`config.mk`:
```
export PLATFORM = sky130hd
export DESIGN_NAME = call_stack_ctrl_flat
export DESIGN_NICKNAME = d
export VERILOG_FILES = /design/src/rtl/call_stack_pkg.sv /design/src/rtl/call_stack_ctrl_if.sv /design/src/rtl/call_stack_ctrl.sv /design/src/flat_wrapper.sv
export SDC_FILE = /design/constraint.sdc
export NUM_CORES = 1
export LEC_CHECK = 0
export ABC_AREA = 1
export ABC_CLOCK_PERIOD_IN_PS = 1800
export BUFFER_PORTS_ARGS = -buffer_cell sky130_fd_sc_hd__buf_2
export CAP_MARGIN = 20
export CORE_ASPECT_RATIO = 1.2
export CORE_MARGIN = 1
export CORE_UTILIZATION = 40
export CTS_BUF_LIST = sky130_fd_sc_hd__clkbuf_8
export CTS_CLUSTER_DIAMETER = 30
export DETAILED_ROUTE_END_ITERATION = 6
export PLACE_DENSITY = 0.79
export RECOVER_POWER = 25
export SYNTH_ARGS = -nofsm -noshare
export SYNTH_HDL_FRONTEND = slang
export SYNTH_SLANG_ARGS = --single-unit
```
`constraint.sdc`:
```
create_clock -name clock -period 1.8 [get_ports clock]
set_input_delay 0 -clock clock [delete_from_list [all_inputs] [get_ports clock]]
set_output_delay 0 -clock clock [all_outputs]
set_load 0.02 [all_outputs]
```
`src/rtl/call_stack_pkg.sv`:
```
// -----------------------------------------------------------------------------
// call_stack_pkg
// Shared types and constants for the return-address stack sequencer.
//   state_e      : sequencer states (IDLE, PUSH, LOAD, FAULT)
//   DEF_PC_WIDTH : default program-counter width
//   DEF_DEPTH    : default number of stack entries
//   depth_width(): bits needed to count 0..entries inclusive
// -----------------------------------------------------------------------------
package call_stack_pkg;

  localparam int DEF_PC_WIDTH = 10;
  localparam int DEF_DEPTH    = 16;

  typedef enum logic [1:0] {
    IDLE  = 2'd0,
    PUSH  = 2'd1,
    LOAD  = 2'd2,
    FAULT = 2'd3
  } state_e;

  // The counter must be able to hold the value "entries" itself (full stack).
  function automatic int depth_width(input int entries);
    return $clog2(entries + 1);
  endfunction

endpackage

```
`src/rtl/call_stack_ctrl_if.sv`:
```
// -----------------------------------------------------------------------------
// call_stack_ctrl_if
// Bundles every non-clock/reset signal of call_stack_ctrl.
//   master : environment side (decode, interrupt line, stack storage, fetch)
//            drives requests, PC values, stack read data and fault_clr.
//   slave  : the sequencer; drives stack strobes, redirect, acks and status.
// Optional macro CALL_STACK_IRQ_NEST_EN adds the irq_active status signal.
// -----------------------------------------------------------------------------
interface call_stack_ctrl_if
  import call_stack_pkg::*;
#(
  parameter int PC_WIDTH = DEF_PC_WIDTH,
  parameter int DEPTH    = DEF_DEPTH
);

  localparam int DW = depth_width(DEPTH);

  // requests and operands from decode / interrupt line
  logic                call_req;
  logic                ret_req;
  logic                irq_req;
  logic [PC_WIDTH-1:0] pc_cur;
  logic [PC_WIDTH-1:0] call_target;
  logic [PC_WIDTH-1:0] irq_vector;
  logic                fault_clr;
  // stack storage
  logic [PC_WIDTH-1:0] stk_rdata;
  logic                stk_push;
  logic                stk_pop;
  logic [PC_WIDTH-1:0] stk_wdata;
  // fetch redirect
  logic                pc_load;
  logic [PC_WIDTH-1:0] pc_next;
  // acceptance and status
  logic                call_ack;
  logic                ret_ack;
  logic                irq_ack;
  logic                busy;
  logic [DW-1:0]       depth;
  logic                overflow;
  logic                underflow;
`ifdef CALL_STACK_IRQ_NEST_EN
  logic                irq_active;

  modport master (
    output call_req, ret_req, irq_req, pc_cur, call_target, irq_vector,
           fault_clr, stk_rdata,
    input  stk_push, stk_pop, stk_wdata, pc_load, pc_next, call_ack,
           ret_ack, irq_ack, busy, depth, overflow, underflow, irq_active
  );

  modport slave (
    input  call_req, ret_req, irq_req, pc_cur, call_target, irq_vector,
           fault_clr, stk_rdata,
    output stk_push, stk_pop, stk_wdata, pc_load, pc_next, call_ack,
           ret_ack, irq_ack, busy, depth, overflow, underflow, irq_active
  );
`else
  modport master (
    output call_req, ret_req, irq_req, pc_cur, call_target, irq_vector,
           fault_clr, stk_rdata,
    input  stk_push, stk_pop, stk_wdata, pc_load, pc_next, call_ack,
           ret_ack, irq_ack, busy, depth, overflow, underflow
  );

  modport slave (
    input  call_req, ret_req, irq_req, pc_cur, call_target, irq_vector,
           fault_clr, stk_rdata,
    output stk_push, stk_pop, stk_wdata, pc_load, pc_next, call_ack,
           ret_ack, irq_ack, busy, depth, overflow, underflow
  );
`endif

endinterface

```
`src/rtl/call_stack_ctrl.sv`:
```
// -----------------------------------------------------------------------------
// call_stack_ctrl
// Sequencer for the CPU return-address stack. Accepts call / return /
// interrupt-entry requests (priority irq > call > ret, sampled only in IDLE),
// tracks stack depth, strobes the stack and issues a one-cycle fetch redirect.
// Overflow and underflow park the sequencer in FAULT until fault_clr.
//
// Ports:
//   clock : system clock, rising edge
//   reset : asynchronous, active-high reset
//   bus   : call_stack_ctrl_if.slave (requests, stack strobes, redirect,
//           acks, busy, depth, sticky overflow/underflow flags)
//
// Optional macro CALL_STACK_IRQ_NEST_EN: masks further interrupts while an
// interrupt handler is active and exports irq_active.
//
// Timing:
//   call/irq : accept cycle (ack + push) -> PUSH (depth++) -> LOAD (pc_load)
//   ret      : ack, pop, pc_load and depth-- all in the accepting cycle
// -----------------------------------------------------------------------------
module call_stack_ctrl
  import call_stack_pkg::*;
#(
  parameter int PC_WIDTH = DEF_PC_WIDTH,
  parameter int DEPTH    = DEF_DEPTH
) (
  input  logic             clock,
  input  logic             reset,
  call_stack_ctrl_if.slave bus
);

  localparam int            DW   = depth_width(DEPTH);
  localparam logic [DW-1:0] FULL = DW'(DEPTH);

  state_e              state_q, state_d;
  logic [DW-1:0]       depth_q, depth_d;
  logic [PC_WIDTH-1:0] target_q, target_d;
  logic                overflow_q, overflow_d;
  logic                underflow_q, underflow_d;
  logic                irq_take;

`ifdef CALL_STACK_IRQ_NEST_EN
  logic                irq_active_q, irq_active_d;
  logic [DW-1:0]       isr_depth_q, isr_depth_d;

  // A running handler hides the interrupt line entirely, so a masked irq
  // neither wins arbitration nor can trigger an overflow.
  assign irq_take       = bus.irq_req & ~irq_active_q;
  assign bus.irq_active = irq_active_q;
`else
  assign irq_take = bus.irq_req;
`endif

  always_ff @(posedge clock or posedge reset) begin
    if (reset) begin
      state_q     <= IDLE;
      depth_q     <= '0;
      target_q    <= '0;
      overflow_q  <= 1'b0;
      underflow_q <= 1'b0;
    end else begin
      state_q     <= state_d;
      depth_q     <= depth_d;
      target_q    <= target_d;
      overflow_q  <= overflow_d;
      underflow_q <= underflow_d;
    end
  end

`ifdef CALL_STACK_IRQ_NEST_EN
  always_ff @(posedge clock or posedge reset) begin
    if (reset) begin
      irq_active_q <= 1'b0;
      isr_depth_q  <= '0;
    end else begin
      irq_active_q <= irq_active_d;
      isr_depth_q  <= isr_depth_d;
    end
  end
`endif

  always_comb begin
    state_d       = state_q;
    depth_d       = depth_q;
    target_d      = target_q;
    overflow_d    = overflow_q;
    underflow_d   = underflow_q;
`ifdef CALL_STACK_IRQ_NEST_EN
    irq_active_d  = irq_active_q;
    isr_depth_d   = isr_depth_q;
`endif
    bus.call_ack  = 1'b0;
    bus.ret_ack   = 1'b0;
    bus.irq_ack   = 1'b0;
    bus.stk_push  = 1'b0;
    bus.stk_pop   = 1'b0;
    bus.stk_wdata = '0;
    bus.pc_load   = 1'b0;
    bus.pc_next   = '0;

    // The strobes are combinational from state and requests; keep them quiet
    // while reset is held so a pending request cannot leak an ack or a push.
    if (!reset) begin
      case (state_q)
        IDLE: begin
          if (irq_take || bus.call_req) begin
            if (depth_q == FULL) begin
              overflow_d = 1'b1;
              state_d    = FAULT;
            end else begin
              bus.stk_push = 1'b1;
              state_d      = PUSH;
              if (irq_take) begin
                // Resume address is the interrupted instruction itself.
                bus.irq_ack   = 1'b1;
                bus.stk_wdata = bus.pc_cur;
                target_d      = bus.irq_vector;
`ifdef CALL_STACK_IRQ_NEST_EN
                irq_active_d  = 1'b1;
                isr_depth_d   = depth_q;
`endif
              end else begin
                bus.call_ack  = 1'b1;
                bus.stk_wdata = bus.pc_cur + PC_WIDTH'(1);
                target_d      = bus.call_target;
              end
            end
          end else if (bus.ret_req) begin
            if (depth_q == '0) begin
              underflow_d = 1'b1;
              state_d     = FAULT;
            end else begin
              bus.ret_ack = 1'b1;
              bus.stk_pop = 1'b1;
              bus.pc_load = 1'b1;
              bus.pc_next = bus.stk_rdata;
              depth_d     = depth_q - DW'(1);
`ifdef CALL_STACK_IRQ_NEST_EN
              // Popping the entry pushed at interrupt entry leaves the handler.
              if (irq_active_q && (depth_q == isr_depth_q + DW'(1))) begin
                irq_active_d = 1'b0;
              end
`endif
            end
          end
        end

        PUSH: begin
          depth_d = depth_q + DW'(1);
          state_d = LOAD;
        end

        LOAD: begin
          bus.pc_load = 1'b1;
          bus.pc_next = target_q;
          state_d     = IDLE;
        end

        FAULT: begin
          if (bus.fault_clr) begin
            overflow_d  = 1'b0;
            underflow_d = 1'b0;
            state_d     = IDLE;
          end
        end

        default: state_d = IDLE;
      endcase
    end
  end

  assign bus.busy      = (state_q != IDLE);
  assign bus.depth     = depth_q;
  assign bus.overflow  = overflow_q;
  assign bus.underflow = underflow_q;

endmodule

```
`src/flat_wrapper.sv`:
```
// flat-port wrapper written by rule: the top's interface ports become plain ports
module call_stack_ctrl_flat import call_stack_pkg::*;
#(
  parameter int PC_WIDTH = DEF_PC_WIDTH,
  parameter int DEPTH    = DEF_DEPTH
)
  (clock, reset, bus_call_req, bus_ret_req, bus_irq_req, bus_pc_cur, bus_call_target, bus_irq_vector, bus_fault_clr, bus_stk_rdata, bus_stk_push, bus_stk_pop, bus_stk_wdata, bus_pc_load, bus_pc_next, bus_call_ack, bus_ret_ack, bus_irq_ack, bus_busy, bus_depth, bus_overflow, bus_underflow);
  call_stack_ctrl_if #(.PC_WIDTH(PC_WIDTH), .DEPTH(DEPTH)) bus_i ();
  input  logic clock;
  input  logic reset;
  input wire logic [$bits(bus_i.call_req)-1:0] bus_call_req;
  input wire logic [$bits(bus_i.ret_req)-1:0] bus_ret_req;
  input wire logic [$bits(bus_i.irq_req)-1:0] bus_irq_req;
  input wire logic [$bits(bus_i.pc_cur)-1:0] bus_pc_cur;
  input wire logic [$bits(bus_i.call_target)-1:0] bus_call_target;
  input wire logic [$bits(bus_i.irq_vector)-1:0] bus_irq_vector;
  input wire logic [$bits(bus_i.fault_clr)-1:0] bus_fault_clr;
  input wire logic [$bits(bus_i.stk_rdata)-1:0] bus_stk_rdata;
  output wire logic [$bits(bus_i.stk_push)-1:0] bus_stk_push;
  output wire logic [$bits(bus_i.stk_pop)-1:0] bus_stk_pop;
  output wire logic [$bits(bus_i.stk_wdata)-1:0] bus_stk_wdata;
  output wire logic [$bits(bus_i.pc_load)-1:0] bus_pc_load;
  output wire logic [$bits(bus_i.pc_next)-1:0] bus_pc_next;
  output wire logic [$bits(bus_i.call_ack)-1:0] bus_call_ack;
  output wire logic [$bits(bus_i.ret_ack)-1:0] bus_ret_ack;
  output wire logic [$bits(bus_i.irq_ack)-1:0] bus_irq_ack;
  output wire logic [$bits(bus_i.busy)-1:0] bus_busy;
  output wire logic [$bits(bus_i.depth)-1:0] bus_depth;
  output wire logic [$bits(bus_i.overflow)-1:0] bus_overflow;
  output wire logic [$bits(bus_i.underflow)-1:0] bus_underflow;
  assign bus_i.call_req = bus_call_req;
  assign bus_i.ret_req = bus_ret_req;
  assign bus_i.irq_req = bus_irq_req;
  assign bus_i.pc_cur = bus_pc_cur;
  assign bus_i.call_target = bus_call_target;
  assign bus_i.irq_vector = bus_irq_vector;
  assign bus_i.fault_clr = bus_fault_clr;
  assign bus_i.stk_rdata = bus_stk_rdata;
  assign bus_stk_push = bus_i.stk_push;
  assign bus_stk_pop = bus_i.stk_pop;
  assign bus_stk_wdata = bus_i.stk_wdata;
  assign bus_pc_load = bus_i.pc_load;
  assign bus_pc_next = bus_i.pc_next;
  assign bus_call_ack = bus_i.call_ack;
  assign bus_ret_ack = bus_i.ret_ack;
  assign bus_irq_ack = bus_i.irq_ack;
  assign bus_busy = bus_i.busy;
  assign bus_depth = bus_i.depth;
  assign bus_overflow = bus_i.overflow;
  assign bus_underflow = bus_i.underflow;
  call_stack_ctrl #(.PC_WIDTH(PC_WIDTH), .DEPTH(DEPTH)) u_core (.clock(clock), .reset(reset), .bus(bus_i));
endmodule
```
==> flow_metrics.env <==
export IMPL_hold_viol_final=0
export IMPL_fill_cells=407
export IMPL_insertion_delay_ns=0.26
export IMPL_fmax_ghz=0.568
export IMPL_layout_drive_gt1_share_pct=30.7
export IMPL_routed_wl_um=4580
export IMPL_p_seq_share_pct=26.6
export IMPL_met2_usage_pct=36.4
export IMPL_first_pass_iters=4
export IMPL_p_total_mw=2.94
export IMPL_antenna_found_initial=0
export IMPL_dpl_cell_count=409
export IMPL_cap_violations=0
export IMPL_yosys_top_cells_area="dfrtp_1, nand2_1, nand3_1"
export IMPL_min_path_type="input port to register"
export IMPL_p_leak_nw=1.35
export IMPL_pwr_share_comb_pct=63.1
export IMPL_dp_hpwl_um=3480
export IMPL_worstSetupEndpointType="output pin"
export IMPL_gp_congestion=0.832
export IMPL_ys_ff_latch=19
export IMPL_worst_ir_drop_vdd_v=0.000387
export IMPL_syn_area_um2=1680
export IMPL_finalSetupViolCount=0
export IMPL_grt_total_usage_pct=21.4
export IMPL_maxSlewHeadroom_pct=75.0
export IMPL_ios=80
export IMPL_switching_share_pct=49.7
export IMPL_drc=0
export IMPL_nets=420
export IMPL_fin_crit_sh_pct=97.8
export IMPL_numPortBuffers=79
export IMPL_grt_ovfl_total=0
export IMPL_insertedDiodeCount=0
export IMPL_vias=2032
export IMPL_cts_tree="yes"
export IMPL_rows=25
export IMPL_grt_first_pass_wirelength_um=7200
export IMPL_fin_crit_ns=1.76
export IMPL_grt_pass1_vias=1684
export IMPL_hp_start="bus_call_target[3]"
export IMPL_dieArea_um2=4460
export IMPL_yosys_area_top_type="dfrtp_1"
export IMPL_root_buffer="clkbuf_8"
export IMPL_yosysUniqueCellTypes=24
export IMPL_dieHeight_um=72.9
export IMPL_syn_inst=279
export IMPL_fin_cells=422
export IMPL_crit_type="register to output pin"
export IMPL_clock_path_buffers=2
export IMPL_pwr_share_clk_pct=10.3
export IMPL_skew_ns=0.00573
export IMPL_finalMaxSlewViolations=0
export IMPL_htree_levels=1
export IMPL_status="complete, no violations"
export IMPL_p_int_mw=1.48
export IMPL_cp_max_fo=6
export IMPL_r2r_start="u_core.state_q[1]"
export IMPL_synth_warnings=0
export IMPL_grt_util_met1_pct=27.8
export IMPL_tightest_slew_ns=0.375
export IMPL_powerDensity_nw_per_um2=1280
export IMPL_synth_top_area_share_pct=28.4
export IMPL_grt_max_degree=16
export IMPL_syn_nets=330
export IMPL_syn_area_per_cell_um2=6.01
export IMPL_area_delta_synth_final_pct=36.9
export IMPL_crit_required_ns=1.80
export IMPL_crit_arrival_ns=1.76
export IMPL_core_um2=3970
export IMPL_top_usage_layer="met2"
export IMPL_clk_pin_slew_worst_paths_ns=0.08
export IMPL_grtUsageMet3_pct=1.60
export IMPL_cts_buffers=3
export IMPL_vias_per_cell=4.82
export IMPL_wl_per_cell_um=10.9
export IMPL_crit_start="u_core.state_q[0]"
export IMPL_drtIter0Drc=82
export IMPL_initial_core_util_pct=42.2
export IMPL_crit_path_start_kind="register"
export IMPL_clock_sinks=19
export IMPL_ant_nets=0
export IMPL_switching_power_mw=1.46
export IMPL_die_x_um=61.1
export IMPL_ys_seq_area_share_pct=28.4
## path summary, 6_finish.rpt
path	end	slack, ns	cells after the start
setup / recovery	bus_stk_wdata[6]	0.04	7
hold reg to reg	u_core.target_q[8]	0.48	2
hold / removal	u_core.target_q[3]	0.03	5
min in group asynchronous	u_core.state_q[1]	0.11	3
max in group asynchronous	u_core.bus.depth[4]	1.00	3
setup reg to reg	u_core.bus.depth[4]	0.16	10
## cells by family (layout without fill, tap and decap cells)
group	Yosys count	in the layout	share of synthesized area (%)
AOI/OAI and AO/OA	19	19	5.67
xor gates and xnor gates	2	2	1.04
adders and majority gates	5	5	4.18
DFF	19	19	28.4
and+or+nand+nor	198	199	51.0
buffers and inverters	36	124	9.78
## critical path, cell delays in order (launching register included)
cell and delay (ns):
dfrtp_1 0.41, buf_6 0.14, inv_2 0.06, nand2_2 0.08, nor2_4 0.20, nand3_2 0.15, nor3b_1 0.25, buf_2 0.21
## final cells by class
class                           instances  area (um^2)  share of cell area, %
Tap cell                               54         67.6                   2.94
Timing Repair Buffer                   93          534                   23.3
Inverter                               27          109                   4.74
Clock buffer                            3         41.3                   1.80
Sequential cell                        19          475                   20.7
Multi-Input combinational cell        225         1060                   46.3
Clock inverter                          1         5.00                  0.218
## Yosys cell counts
| cell | instances |
|---|---|
| nand2_1 | 124 |
| nand3_1 | 31 |
| nor2_1 | 28 |
| inv_1 | 24 |
| dfrtp_1 | 19 |
| a21oi_1 | 13 |
| o21ai_0 | 5 |
| ha_1 | 4 |
| nand4_1 | 4 |
| buf_4 | 3 |
| inv_2 | 3 |
| buf_2 | 2 |
| buf_6 | 2 |
| clkbuf_1 | 2 |
| nand2_2 | 2 |
| nor2_4 | 2 |
| nor3_2 | 2 |
| nor3b_1 | 2 |
| xnor2_1 | 2 |
| fa_1 | 1 |
| nand3_2 | 1 |
| nand3_4 | 1 |
| nor2_2 | 1 |
| o21ai_1 | 1 |
## flip-flops by register name, summed over array words and instances (netlist names)
register,count
u_core.bus.overflow,1
u_core.state_q,2
u_core.bus.underflow,1
u_core.target_q,10
u_core.bus.depth,5
## cell usage in the layout (no fill, tap or decap)
| cell type | netlist | layout |
|---|---|---|
| clkbuf_8 | 0 | 3 |
| clkinv_2 | 0 | 1 |
| dlygate4sd3_1 | 0 | 1 |
| nand3_2 | 1 | 2 |
| nor2_4 | 2 | 2 |
| a21oi_1 | 13 | 13 |
| buf_2 | 2 | 71 |
| nor3b_1 | 2 | 2 |
| nand3_1 | 31 | 31 |
| nand2_2 | 2 | 3 |
| nand4_1 | 4 | 4 |
| nor2_2 | 1 | 4 |
| ha_1 | 4 | 4 |
| nor3_4 | 0 | 1 |
| nand3_4 | 1 | 1 |
| inv_1 | 24 | 24 |
| o21ai_1 | 1 | 2 |
| inv_8 | 0 | 1 |
| inv_2 | 3 | 2 |
| buf_6 | 2 | 3 |
| fa_1 | 1 | 1 |
| nor2_1 | 28 | 25 |
| nand2_1 | 124 | 123 |
| buf_4 | 3 | 18 |
| dfrtp_1 | 19 | 19 |
| nor3_2 | 2 | 1 |
| xnor2_1 | 2 | 2 |
| o21ai_0 | 5 | 4 |
## power by group through the flow
| stage | clock network [mW] | registers (mW) | logic, mW |
|---|---|---|---|
| global placement | 0 | 0.769 | 1.66 |
| detailed placement | 0 | 0.775 | 1.69 |
| finish | 0.303 | 0.782 | 1.86 |
| global route | 0.324 | 0.802 | 2.12 |
| floorplan | 0 | 0.838 | 1.19 |
| CTS | 0.308 | 0.769 | 1.71 |
## through the flow
step | hold WS, ns | worst slack [ns] | area [um^2] | TNS, ns | utilization (%)
floorplan | 0.00786 | 0.226 | 1680 | 0 | -
global placement | 0.125 | 0.180 | 2120 | 0 | 53.4
detailed placement | 0.122 | 0.136 | 2120 | 0 | 53.4
CTS | 0.0229 | 0.0268 | 2180 | 0 | 55.0
global route | 0.0399 | -0.0434 | 2300 | -0.0717 | 57.8
finish | 0.0261 | 0.0391 | 2300 | 0 | 57.8
## metal layers
metal,vias to the layer above,part of all wire [%]
met5,-,0
met2,63,50
met4,0,1.4
met1,909,44
met3,4,3.9
li1,1056,-
## repair_timing
| action | in CTS | in global routing |
|---|---|---|
| setup endpoints to repair | 2 | 10 |
| gates cloned | 0 | 1 |
| buffers inserted | 0 | 7 |
| resized for setup | 2 | 18 |
| hold buffers | 1 | 0 |
| endpoints found under the hold margin | 5 | 0 |
| pin swaps | 0 | 3 |
Note: power is estimated with default switching activity, not from simulation.
